**src/rtl/cpu_ctrl_pkg.sv**
```systemverilog
// Shared definitions for the accumulator CPU control unit.
// Contents: sequencer state enum, opcode constants, opcode class enum,
// halt-cause encoding, sequencing mode and the opcode-to-class decoder.
package cpu_ctrl_pkg;

  typedef enum logic [1:0] {
    ST_HALTED  = 2'd0,
    ST_FETCH   = 2'd1,
    ST_DECODE  = 2'd2,
    ST_EXECUTE = 2'd3
  } state_e;

  localparam logic [3:0] OP_JMP = 4'b0100;
  localparam logic [3:0] OP_JZ  = 4'b0101;
  localparam logic [3:0] OP_HLT = 4'b1111;

  typedef enum logic [1:0] {
    CLS_ALU = 2'd0,
    CLS_JMP = 2'd1,
    CLS_JZ  = 2'd2,
    CLS_HLT = 2'd3
  } class_e;

  typedef enum logic [1:0] {
    CAUSE_NONE = 2'd0,
    CAUSE_HOST = 2'd1,
    CAUSE_HLT  = 2'd2,
    CAUSE_BP   = 2'd3
  } cause_e;

  typedef enum logic {
    MODE_RUN  = 1'b0,
    MODE_STEP = 1'b1
  } mode_e;

  function automatic class_e decode_class(input logic [3:0] op);
    case (op)
      OP_JMP:  return CLS_JMP;
      OP_JZ:   return CLS_JZ;
      OP_HLT:  return CLS_HLT;
      default: return CLS_ALU;
    endcase
  endfunction

endpackage

```
**src/rtl/cpu_sequencer_if.sv**
```systemverilog
// Host/datapath bundle for the CPU sequencer.
// master: debug host + datapath side (drives control inputs, pc, opcode,
//         acc_zero; receives strobes, status and counters).
// slave : the sequencer itself.
interface cpu_sequencer_if #(
  parameter int PC_W  = 8,
  parameter int CNT_W = 16
);
  logic             run;
  logic             step_req;
  logic             bp_en;
  logic [PC_W-1:0]  bp_addr;
  logic [PC_W-1:0]  pc;
  logic [3:0]       opcode;
  logic             acc_zero;
  logic             clr_counts;
  logic             ir_load;
  logic             pc_inc;
  logic             pc_load;
  logic             acc_we;
  logic             halted;
  logic [1:0]       halt_cause;
  logic [CNT_W-1:0] cycle_count;
  logic [CNT_W-1:0] instr_count;

  modport master (
    output run, step_req, bp_en, bp_addr, pc, opcode, acc_zero, clr_counts,
    input  ir_load, pc_inc, pc_load, acc_we, halted, halt_cause,
           cycle_count, instr_count
  );

  modport slave (
    input  run, step_req, bp_en, bp_addr, pc, opcode, acc_zero, clr_counts,
    output ir_load, pc_inc, pc_load, acc_we, halted, halt_cause,
           cycle_count, instr_count
  );
endinterface

```
**src/rtl/sat_counter.sv**
```systemverilog
// Saturating up-counter with synchronous clear.
// Ports: clk, reset_n (async active-low), inc (count enable),
//        clr (sync clear, wins over inc), count (current value).
module sat_counter #(
  parameter int CNT_W = 16
) (
  input  logic             clk,
  input  logic             reset_n,
  input  logic             inc,
  input  logic             clr,
  output logic [CNT_W-1:0] count
);

  logic [CNT_W-1:0] count_q;
  logic [CNT_W-1:0] count_d;

  always_comb begin
    count_d = count_q;
    if (clr) begin
      count_d = '0;
    end else if (inc && (count_q != '1)) begin
      count_d = count_q + 1'b1;
    end
  end

  always_ff @(posedge clk or negedge reset_n) begin
    if (!reset_n) begin
      count_q <= '0;
    end else begin
      count_q <= count_d;
    end
  end

  assign count = count_q;

endmodule

```
**src/rtl/cpu_sequencer.sv**
```systemverilog
// Multi-cycle FETCH/DECODE/EXECUTE control unit for the 8-bit accumulator
// CPU, with host run/step control, one PC breakpoint, HLT and JZ support,
// and saturating cycle/instruction counters.
// Ports: clk, reset_n (async active-low), bus (cpu_sequencer_if.slave):
//   inputs  run, step_req, bp_en, bp_addr, pc, opcode, acc_zero, clr_counts
//   outputs ir_load, pc_inc, pc_load, acc_we, halted, halt_cause,
//           cycle_count, instr_count
module cpu_sequencer
  import cpu_ctrl_pkg::*;
#(
  parameter int PC_W  = 8,
  parameter int CNT_W = 16
) (
  input  logic           clk,
  input  logic           reset_n,
  cpu_sequencer_if.slave bus
);

  state_e state_q, state_d;
  mode_e  mode_q, mode_d;
  logic   bp_skip_q, bp_skip_d;
  class_e cls_q, cls_d;
  logic   jz_take_q, jz_take_d;
  cause_e cause_q, cause_d;

  logic [PC_W-1:0] pc_w;
  logic [PC_W-1:0] bp_addr_w;
  logic            bp_hit;

  logic ir_load;
  logic pc_inc;
  logic pc_load;
  logic acc_we;

  assign pc_w      = bus.pc;
  assign bp_addr_w = bus.bp_addr;

  // bp_skip lets a resume at the breakpoint PC execute that instruction
  // instead of re-trapping immediately.
  assign bp_hit = bus.bp_en && (pc_w == bp_addr_w) && !bp_skip_q;

  always_ff @(posedge clk or negedge reset_n) begin
    if (!reset_n) begin
      state_q   <= ST_HALTED;
      mode_q    <= MODE_RUN;
      bp_skip_q <= 1'b0;
      cls_q     <= CLS_ALU;
      jz_take_q <= 1'b0;
      cause_q   <= CAUSE_NONE;
    end else begin
      state_q   <= state_d;
      mode_q    <= mode_d;
      bp_skip_q <= bp_skip_d;
      cls_q     <= cls_d;
      jz_take_q <= jz_take_d;
      cause_q   <= cause_d;
    end
  end

  always_comb begin
    state_d   = state_q;
    mode_d    = mode_q;
    bp_skip_d = bp_skip_q;
    cls_d     = cls_q;
    jz_take_d = jz_take_q;
    cause_d   = cause_q;
    case (state_q)
      ST_HALTED: begin
        // run has priority; a simultaneous step_req is dropped.
        if (bus.run) begin
          state_d   = ST_FETCH;
          mode_d    = MODE_RUN;
          bp_skip_d = 1'b1;
        end else if (bus.step_req) begin
          state_d   = ST_FETCH;
          mode_d    = MODE_STEP;
          bp_skip_d = 1'b1;
        end
      end
      ST_FETCH: begin
        if (bp_hit) begin
          state_d = ST_HALTED;
          cause_d = CAUSE_BP;
        end else begin
          bp_skip_d = 1'b0;
          state_d   = ST_DECODE;
        end
      end
      ST_DECODE: begin
        // The JZ condition is frozen here so later acc_zero changes
        // cannot alter the branch decision.
        cls_d     = decode_class(bus.opcode);
        jz_take_d = bus.acc_zero;
        state_d   = ST_EXECUTE;
      end
      ST_EXECUTE: begin
        if (cls_q == CLS_HLT) begin
          state_d = ST_HALTED;
          cause_d = CAUSE_HLT;
        end else if ((mode_q == MODE_STEP) || !bus.run) begin
          state_d = ST_HALTED;
          cause_d = CAUSE_HOST;
        end else begin
          state_d = ST_FETCH;
        end
      end
      default: state_d = ST_HALTED;
    endcase
  end

  always_comb begin
    ir_load = 1'b0;
    pc_inc  = 1'b0;
    pc_load = 1'b0;
    acc_we  = 1'b0;
    case (state_q)
      ST_FETCH: ir_load = !bp_hit;
      ST_EXECUTE: begin
        case (cls_q)
          CLS_JMP: pc_load = 1'b1;
          CLS_JZ: begin
            if (jz_take_q) pc_load = 1'b1;
            else           pc_inc  = 1'b1;
          end
          CLS_HLT: ;
          default: begin
            acc_we = 1'b1;
            pc_inc = 1'b1;
          end
        endcase
      end
      default: ;
    endcase
  end

  assign bus.ir_load    = ir_load;
  assign bus.pc_inc     = pc_inc;
  assign bus.pc_load    = pc_load;
  assign bus.acc_we     = acc_we;
  assign bus.halted     = (state_q == ST_HALTED);
  assign bus.halt_cause = cause_q;

  sat_counter #(.CNT_W(CNT_W)) u_cycle_cnt (
    .clk     (clk),
    .reset_n (reset_n),
    .inc     (state_q != ST_HALTED),
    .clr     (bus.clr_counts),
    .count   (bus.cycle_count)
  );

  // HLT also retires, so every EXECUTE cycle counts.
  sat_counter #(.CNT_W(CNT_W)) u_instr_cnt (
    .clk     (clk),
    .reset_n (reset_n),
    .inc     (state_q == ST_EXECUTE),
    .clr     (bus.clr_counts),
    .count   (bus.instr_count)
  );

endmodule

```
**src/flat_wrapper.sv**
```systemverilog
// flat-port wrapper written by rule: the top's interface ports become plain ports
module cpu_sequencer_flat import cpu_ctrl_pkg::*;
#(
  parameter int PC_W  = 8,
  parameter int CNT_W = 16
)
  (clk, reset_n, bus_run, bus_step_req, bus_bp_en, bus_bp_addr, bus_pc, bus_opcode, bus_acc_zero, bus_clr_counts, bus_ir_load, bus_pc_inc, bus_pc_load, bus_acc_we, bus_halted, bus_halt_cause, bus_cycle_count, bus_instr_count);
  cpu_sequencer_if #(.PC_W(PC_W), .CNT_W(CNT_W)) bus_i ();
  input  logic clk;
  input  logic reset_n;
  input wire logic [$bits(bus_i.run)-1:0] bus_run;
  input wire logic [$bits(bus_i.step_req)-1:0] bus_step_req;
  input wire logic [$bits(bus_i.bp_en)-1:0] bus_bp_en;
  input wire logic [$bits(bus_i.bp_addr)-1:0] bus_bp_addr;
  input wire logic [$bits(bus_i.pc)-1:0] bus_pc;
  input wire logic [$bits(bus_i.opcode)-1:0] bus_opcode;
  input wire logic [$bits(bus_i.acc_zero)-1:0] bus_acc_zero;
  input wire logic [$bits(bus_i.clr_counts)-1:0] bus_clr_counts;
  output wire logic [$bits(bus_i.ir_load)-1:0] bus_ir_load;
  output wire logic [$bits(bus_i.pc_inc)-1:0] bus_pc_inc;
  output wire logic [$bits(bus_i.pc_load)-1:0] bus_pc_load;
  output wire logic [$bits(bus_i.acc_we)-1:0] bus_acc_we;
  output wire logic [$bits(bus_i.halted)-1:0] bus_halted;
  output wire logic [$bits(bus_i.halt_cause)-1:0] bus_halt_cause;
  output wire logic [$bits(bus_i.cycle_count)-1:0] bus_cycle_count;
  output wire logic [$bits(bus_i.instr_count)-1:0] bus_instr_count;
  assign bus_i.run = bus_run;
  assign bus_i.step_req = bus_step_req;
  assign bus_i.bp_en = bus_bp_en;
  assign bus_i.bp_addr = bus_bp_addr;
  assign bus_i.pc = bus_pc;
  assign bus_i.opcode = bus_opcode;
  assign bus_i.acc_zero = bus_acc_zero;
  assign bus_i.clr_counts = bus_clr_counts;
  assign bus_ir_load = bus_i.ir_load;
  assign bus_pc_inc = bus_i.pc_inc;
  assign bus_pc_load = bus_i.pc_load;
  assign bus_acc_we = bus_i.acc_we;
  assign bus_halted = bus_i.halted;
  assign bus_halt_cause = bus_i.halt_cause;
  assign bus_cycle_count = bus_i.cycle_count;
  assign bus_instr_count = bus_i.instr_count;
  cpu_sequencer #(.PC_W(PC_W), .CNT_W(CNT_W)) u_core (.clk(clk), .reset_n(reset_n), .bus(bus_i));
endmodule
```
**config.mk**
```make
export PLATFORM = sky130hd
export DESIGN_NAME = cpu_sequencer_flat
export DESIGN_NICKNAME = d
export VERILOG_FILES = /design/src/rtl/cpu_ctrl_pkg.sv /design/src/rtl/cpu_sequencer_if.sv /design/src/rtl/sat_counter.sv /design/src/rtl/cpu_sequencer.sv /design/src/flat_wrapper.sv
export SDC_FILE = /design/constraint.sdc
export NUM_CORES = 1
export LEC_CHECK = 0
export ABC_CLOCK_PERIOD_IN_PS = 2300
export CAP_MARGIN = 5
export CORE_ASPECT_RATIO = 1.5
export CORE_MARGIN = 3
export CORE_UTILIZATION = 48
export DETAILED_ROUTE_END_ITERATION = 8
export GPL_TIMING_DRIVEN = 1
export PLACE_DENSITY = 0.78
export SLEW_MARGIN = 5
export SYNTH_ARGS = -nofsm -noshare
export SYNTH_HDL_FRONTEND = slang
export SYNTH_SLANG_ARGS = --single-unit
```
**constraint.sdc**
```tcl
create_clock -name clk -period 2.3 [get_ports clk]
set_input_delay 0.46 -clock clk [delete_from_list [all_inputs] [get_ports clk]]
set_output_delay 0.46 -clock clk [all_outputs]
set_load 0.02 [all_outputs]
```
==> results of run 1 <==
==> area by class of cell <==
type / instances / area share [%]
Tap cell: 64 / 2.50
Sequential cell: 41 / 32.1
Multi-Input combinational cell: 196 / 40.0
Inverter: 8 / 0.938
Clock buffer: 6 / 2.27
Clock inverter: 2 / 0.313
Timing Repair Buffer: 73 / 21.9
==> worst max-delay path, delay by kind of cell <==
kind,cells,cell delay [ns]
AND/OR/NAND/NOR,2,0.42
buffers and inverters,2,0.57
XOR/XNOR,1,0.16
AO/OA/AOI/OAI,1,0.13
==> timing repair <==
item / 4_1_cts / 5_1_grt
pin swaps: 0 / 3
endpoints found under the setup margin: 3 / 2
gates resized for setup: 6 / 2
==> placed cells by master, fill, tap and decap left out, drive strengths merged, types with 4 or more instances in the layout <==
| master | instances |
|---|---|
| clkbuf | 6 |
| nand2 | 20 |
| a31oi | 5 |
| o21ai | 11 |
| buf | 10 |
| a21oi | 15 |
| and2 | 6 |
| clkdlybuf4s50 | 60 |
| xor2 | 13 |
| xnor2 | 16 |
| nor2 | 32 |
| a211oi | 6 |
| nand2b | 4 |
| nand3 | 7 |
| ha | 6 |
| nand4 | 8 |
| nor3 | 12 |
| dfrtp | 41 |
| inv | 8 |
| and3 | 5 |
| nor4 | 7 |
==> per-stage QoR <==
stage          cells  hold slack [ns]  setup TNS (ns)  area (µm²)
2_1_floorplan    253            0.164               0        2380
3_3_place_gp     382            0.497          -0.293        3120
3_5_place_dp     382            0.502          -0.303        3120
4_1_cts          390            0.199         -0.0233        3210
5_1_grt          390            0.228               0        3200
6_report         390            0.174               0        3200
==> flip-flops by register name, indices dropped and copies added (netlist names), named ones only <==
name,count
u_core.u_cycle_cnt.count,16
u_core.u_instr_cnt.count,16
u_core.bus.halt_cause,2
u_core.cls_q,2
u_core.bp_skip_q,1
u_core.jz_take_q,1
u_core.mode_q,1
u_core.state_q,1
==> report_power, final <==
part	leakage (µW)	total, µW	internal, µW	switching [µW]
sequential	0.000550	959	831	128
combinational	0.000724	857	407	450
clock	0.0000450	458	211	248
==> metal layers <==
| metal | part of all wire [%] | vias to the layer above |
|---|---|---|
| met5 | 0 | - |
| met4 | 1.2 | 0 |
| met3 | 5.8 | 5 |
| met2 | 51 | 78 |
| met1 | 42 | 992 |
| li1 | - | 1053 |
==> worst max-delay path by stage <==
stage	start	endpoint	slack (ns)	cells past startpoint
after floorplan	u_core.u_cycle_cnt.count[0]	u_core.u_cycle_cnt.count[14]	0.44	7
after global placement	bus_bp_addr[7]	bus_ir_load	-0.29	6
after detailed placement	bus_bp_addr[7]	bus_ir_load	-0.30	6
after CTS	bus_bp_addr[7]	bus_ir_load	-0.02	6
after global routing	bus_bp_addr[4]	bus_ir_load	0.01	6
final	bus_bp_addr[4]	bus_ir_load	0.11	6
==> kinds of logic after synthesis <==
| family | count (synthesis) |
|---|---|
| DFF | 41 |
| AOI/OAI and AO/OA | 48 |
| adders and majority gates | 6 |
| xor gates and xnor gates | 29 |
| buffers and inverters | 16 |
| muxes | 3 |
| and+or+nand+nor | 110 |
==> flow_metrics.tcl, run 1 <==
set metrics [dict create \
    powerDensity_mw_per_mm2 710 \
    r2r_start "u_core.u_instr_cnt.count[0]" \
    gr-usage-met2_pct 34.1 \
    ys_warn_count 0 \
    synth-adder-area-share_pct 3.16 \
    post_synth_main_area_contributors "sky130_fd_sc_hd__dfrtp_1, sky130_fd_sc_hd__xnor2_1, sky130_fd_sc_hd__nor2_1" \
    simple_logic_cell_fraction_of_the_synthesized_area_pct 24.9 \
    cts_hold_repair.buffers 0 \
    report.power.total_uw 2270 \
    tightestPinTransition_ns 0.621 \
    syn-instance-count 253 \
    post_cts_buffers 0 \
    min_path_type "input pin to asynchronous set/reset pin" \
    crit-reg2reg-capture "u_core.u_instr_cnt.count[6]" \
    area_growth_pct 34.8 \
    post_synth.cell_area_avg_um2 9.39 \
    clkTransAtPathRegs_ns 0.08 \
    first_global_vias 2128 \
    initialDrtViolationCount 96 \
    layout.core_utilization_pct 68.8 \
    chipWidth_um 63.4 \
    slowest_cell_delay_on_critical_path_ns 0.41 \
    timing.critical_path.arrival_ns 1.73 \
    io-pin-count 66 \
    worst_setup_path_end_kind "output pin" \
    timing.final.hold_violations 0 \
    synth_top_flop_cell "sky130_fd_sc_hd__dfrtp_1" \
    nets 358 \
    layout_worst_path_cycle_share_pct 95.3 \
    synth_largest_area_cell "sky130_fd_sc_hd__dfrtp_1" \
    vdd_drop_max_mv 0.444 \
    status "finished clean" \
    maximum_operating_frequency_mhz 456 \
    synthMostInstantiatedCell "sky130_fd_sc_hd__dfrtp_1" \
    register_area_mm2 0.00103 \
    detail_route.wl_per_cell_um 13.6 \
    die_h_um 92.2 \
    grt_first_pass_wirelength_um 9340 \
    antenna_violations_before_repair 0 \
    tritoncts "yes" \
    dpl.hpwl_um 4060 \
    die_area_mm2 0.00585 \
    ctsLongestPathBuffers 2 \
    setup_ws_ns 0.108 \
    remaining_drc_errors 0 \
    unrepaired_setup_endpoints_after_global_routing "false" \
    total_leakage_power_uw 0.00132 \
    synth_compound_area_share_pct 13.8 \
    clk-insertion-delay-late_ns 0.29 \
    numPortBuffers 65 \
    layout_min_cycle_time_ns 2.19 \
    critPathKind "input pin to output pin" \
    antenna_left 0 \
    post_route_cells_drive_above_1_share_pct 8.90 \
    cts_sinks 41 \
    routed_wirelength_um 5290 \
    synth.top_cell.area_share_pct 43.2 \
    setup_viol_count_final 0 \
    num-fill-cells 417 \
    synth_enable_flop_cells 0 \
    relSlewSlack_pct 58.6 \
    critical_path_peak_fanout 2 \
    grtUsageTotal_pct 19.6 \
    portion_of_netlist_area_occupied_by_mux_cells_pct 1.32 \
    grt_max_degree 33 \
    post_synth_instance_area_mm2 0.00238 \
    yosys-top-cells-count "sky130_fd_sc_hd__dfrtp_1, sky130_fd_sc_hd__nor2_1, sky130_fd_sc_hd__nand2_1" \
    cts_htree_levels 2 \
    crit_path_top_delay_cell "sky130_fd_sc_hd__clkdlybuf4s50_1" \
    row_count 30 \
    cts_root_buffer "sky130_fd_sc_hd__clkbuf_8" \
    cp_cell_sequence "clkdlybuf4s50_1 -> xor2_1 -> nor4_1 -> a31oi_1 -> and2_1 -> buf_2" \
    place.gp.congestion 0.790 \
    coreArea_mm2 0.00465 \
    gr-usage-met1_pct 23.3 \
    synthesis.nets 286 \
    final_max_slew_viols 0 \
    dpl_worst_slack_ns -0.303 \
    worst_setup_path_start_kind "input pin" \
    worst_ep_required_time_ns 1.84 \
    synth-xor-area-share_pct 10.7 \
    ys_seq_area_share_pct 43.2 \
    main_combinational_cell_family_by_area_after_synthesis "simple AND/OR/NAND/NOR gates" \
    ys_async_sr_fraction_pct 100 \
    grt_remaining_overflow 0 \
    ys_ff_latch 41 \
    multi_input_area_mm2 0.00128 \
    drtPass1Iterations 6 \
    initial_core_util_pct 51.0 \
    worst-r2r-setup-slack_ns 0.34 \
    synth.lib_cells_used.distinct 46 \
    cts-buffers-inserted 5 \
    antenna_cells_inserted 0 \
    global_route.peak_usage_layer "met2" \
    vias 2128 \
    number_of_max_capacitance_violations_reported 0 \
    met3_usage_pct 4.17 \
    r2r_cells 6 \
    detail_route.vias_per_cell 5.46 \
    skew_ns 0.00671 \
]
Power figures use the tool's default switching activity.
==> run 2, diff against run 1 <==
- ABC_CLOCK_PERIOD_IN_PS: 2300 -> 2100
- clock period: 2.3 -> 2.1 ns (I/O delays scaled with it)
==> run 2 against run 1 <==
  * Cell area up 1.1%
  * Clock skew rose by 0.0038 ns
  * Register-to-register slack lost 0.20 ns
  * Global-route usage increased by 0.44 points
  * Largest power group unchanged
  * Via count grew 1.5%
  * Combinational power grew 16%
  * Non-clock buffer count increased by 1
  * Die area unchanged
  * Final cell count did not move
  * Hold slack lost 0.088 ns
  * Critical path depth is the same
==> flow_metrics.tcl, run 2 (synthesis results as in run 1) <==
set metrics [dict create \
    register_area_mm2 0.00103 \
    tritoncts "yes" \
    worst_setup_path_start_kind "input pin" \
    worst_setup_path_end_kind "output pin" \
    drtPass1Iterations 4 \
    coreArea_mm2 0.00465 \
    placement.cell_area_mm2 0.00314 \
    setup.worst_path.start "bus_bp_addr[6]" \
    tightestPinTransition_ns 0.417 \
    grt_max_degree 42 \
    worst_ep_required_time_ns 1.68 \
    critPathKind "input pin to output pin" \
    r2r_start "u_core.u_instr_cnt.count[0]" \
    report.power.total_uw 2550 \
    final_design_area_no_fill_mm2 0.00324 \
    status "finished clean" \
    cts-buffers-inserted 5 \
    place.gp.congestion 0.780 \
    cts_htree_levels 2 \
    pwr-share-seq_pct 40.3 \
    first_global_vias 2193 \
    timing.critical_path.arrival_ns 1.63 \
    detail_route.vias_per_cell 5.54 \
    unrepaired_setup_endpoints_after_global_routing "true" \
    remaining_drc_errors 0 \
    cts_hold_repair.buffers 0 \
    number_of_max_capacitance_violations_reported 0 \
    post_route_cells_drive_above_1_share_pct 9.51 \
    critical-path-top-delay-family "buffers and inverters" \
    cts_root_buffer "sky130_fd_sc_hd__clkbuf_8" \
    io-pin-count 66 \
    power_frac_clock_pct 20.7 \
    multi_input_area_mm2 0.00128 \
    clk-insertion-delay-late_ns 0.29 \
    layout_common_cells "sky130_fd_sc_hd__clkdlybuf4s50_1, sky130_fd_sc_hd__dfrtp_1, sky130_fd_sc_hd__nor2_1" \
    switchingPower_uw 908 \
    antenna_cells_inserted 0 \
    grtUsageTotal_pct 20.1 \
    dpl.hpwl_um 4060 \
    critical_path_peak_fanout 2 \
    initial_core_util_pct 51.0 \
    timing.final.hold_violations 0 \
    layout_min_cycle_time_ns 2.05 \
    initialDrtViolationCount 145 \
    antenna_violations_before_repair 0 \
    vias 2159 \
    relSlewSlack_pct 71.9 \
    routed_wirelength_um 5420 \
    post_cts_buffers 0 \
    row_count 30 \
    layout.cells.most_common "sky130_fd_sc_hd__clkdlybuf4s50_1" \
    total_leakage_power_uw 0.00136 \
    chipWidth_um 63.4 \
    p_int_uw 1650 \
    post_route_non_filler_standard_cell_count 390 \
    numPortBuffers 65 \
    layout.core_utilization_pct 69.6 \
    cp_cell_sequence "clkdlybuf4s50_1 -> xor2_1 -> nor4_1 -> a31oi_1 -> and2_4 -> buf_6" \
    nets 359 \
    clkTransAtPathRegs_ns 0.08 \
    maximum_operating_frequency_mhz 487 \
    die_h_um 92.2 \
    antenna_left 0 \
    layout_worst_path_cycle_share_pct 97.7 \
    area_growth_pct 36.3 \
    power.share.combinational_pct 39.0 \
    path_buf_inv 2 \
    grt_first_pass_wirelength_um 9520 \
    final_max_slew_viols 0 \
    skew_ns 0.0105 \
    slowest_cell_delay_on_critical_path_ns 0.41 \
    min_path_type "input pin to asynchronous set/reset pin" \
    powerDensity_mw_per_mm2 789 \
    power.share.switching_pct 35.5 \
    dp.cells 383 \
    num-fill-cells 400 \
    cts_sinks 41 \
    ctsLongestPathBuffers 2 \
    crit_path_top_delay_cell "sky130_fd_sc_hd__clkdlybuf4s50_1" \
    detail_route.wl_per_cell_um 13.9 \
    vdd_drop_max_mv 0.474 \
    setup_viol_count_final 0 \
    grt_remaining_overflow 0 \
    die_area_mm2 0.00585 \
]
run 2: worst register-to-register path, cell delays in order (launching register included):
cell                      delay (ns)
sky130_fd_sc_hd__dfrtp_1        0.43
sky130_fd_sc_hd__ha_1           0.25
sky130_fd_sc_hd__nand2_1        0.16
sky130_fd_sc_hd__nor4_2         0.10
sky130_fd_sc_hd__a21oi_1        0.32
sky130_fd_sc_hd__or4b_1         0.47
sky130_fd_sc_hd__a21oi_1        0.16
run 2: final cells by class:
type,instances,area share (%)
timing repair buffer,74,22.5
tap,64,2.47
multi-input combinational,196,39.6
sequential,41,31.7
inverter,8,0.927
clock inverter,1,0.232
clock buffer,6,2.55
run 2: per-layer routing:
layer	vias to the layer above	global-route usage, %	share of wire [%]
met2	69	36.3	52
met1	1024	22.5	40
met5	-	0	0
li1	1056	-	-
met4	0	7.57	2.0
met3	10	4.53	5.8
run 2: power groups by stage:
stage               Clock, µW  Sequential [µW]  Combinational [µW]
global placement            0             1040                1000
detailed placement          0             1050                1020
finish                    529             1030                 997
floorplan                   0             1070                 549
global route              575             1060                1110
CTS                       541             1030                 994
run 2: final timing paths:
path                                                to  slack (ns)  cells past startpoint
hold reg to reg                       u_core.bp_skip_q        0.52                      1
max in group asynchronous              u_core.cls_q[0]        1.80                      2
setup reg to reg           u_core.u_instr_cnt.count[6]        0.14                      6
hold / removal             u_core.u_cycle_cnt.count[7]        0.09                      2
setup / recovery                           bus_ir_load        0.05                      6
min in group clk                      u_core.bp_skip_q        0.52                      1
run 2: what timing repair did:
action | CTS | global route
gates resized for setup | 7 | 10
setup endpoints to repair | 5 | 2
pin swaps | 0 | 3
run 2: through the flow:
stage	worst slack (ns)	hold WS, ns	setup TNS [ns]
after floorplan	0.244	0.124	0
after CTS	-0.164	0.0983	-0.164
after detailed placement	-0.445	0.409	-0.445
after global routing	-0.0221	0.0965	-0.0221
after global placement	-0.415	0.408	-0.415
final	0.0478	0.0855	0
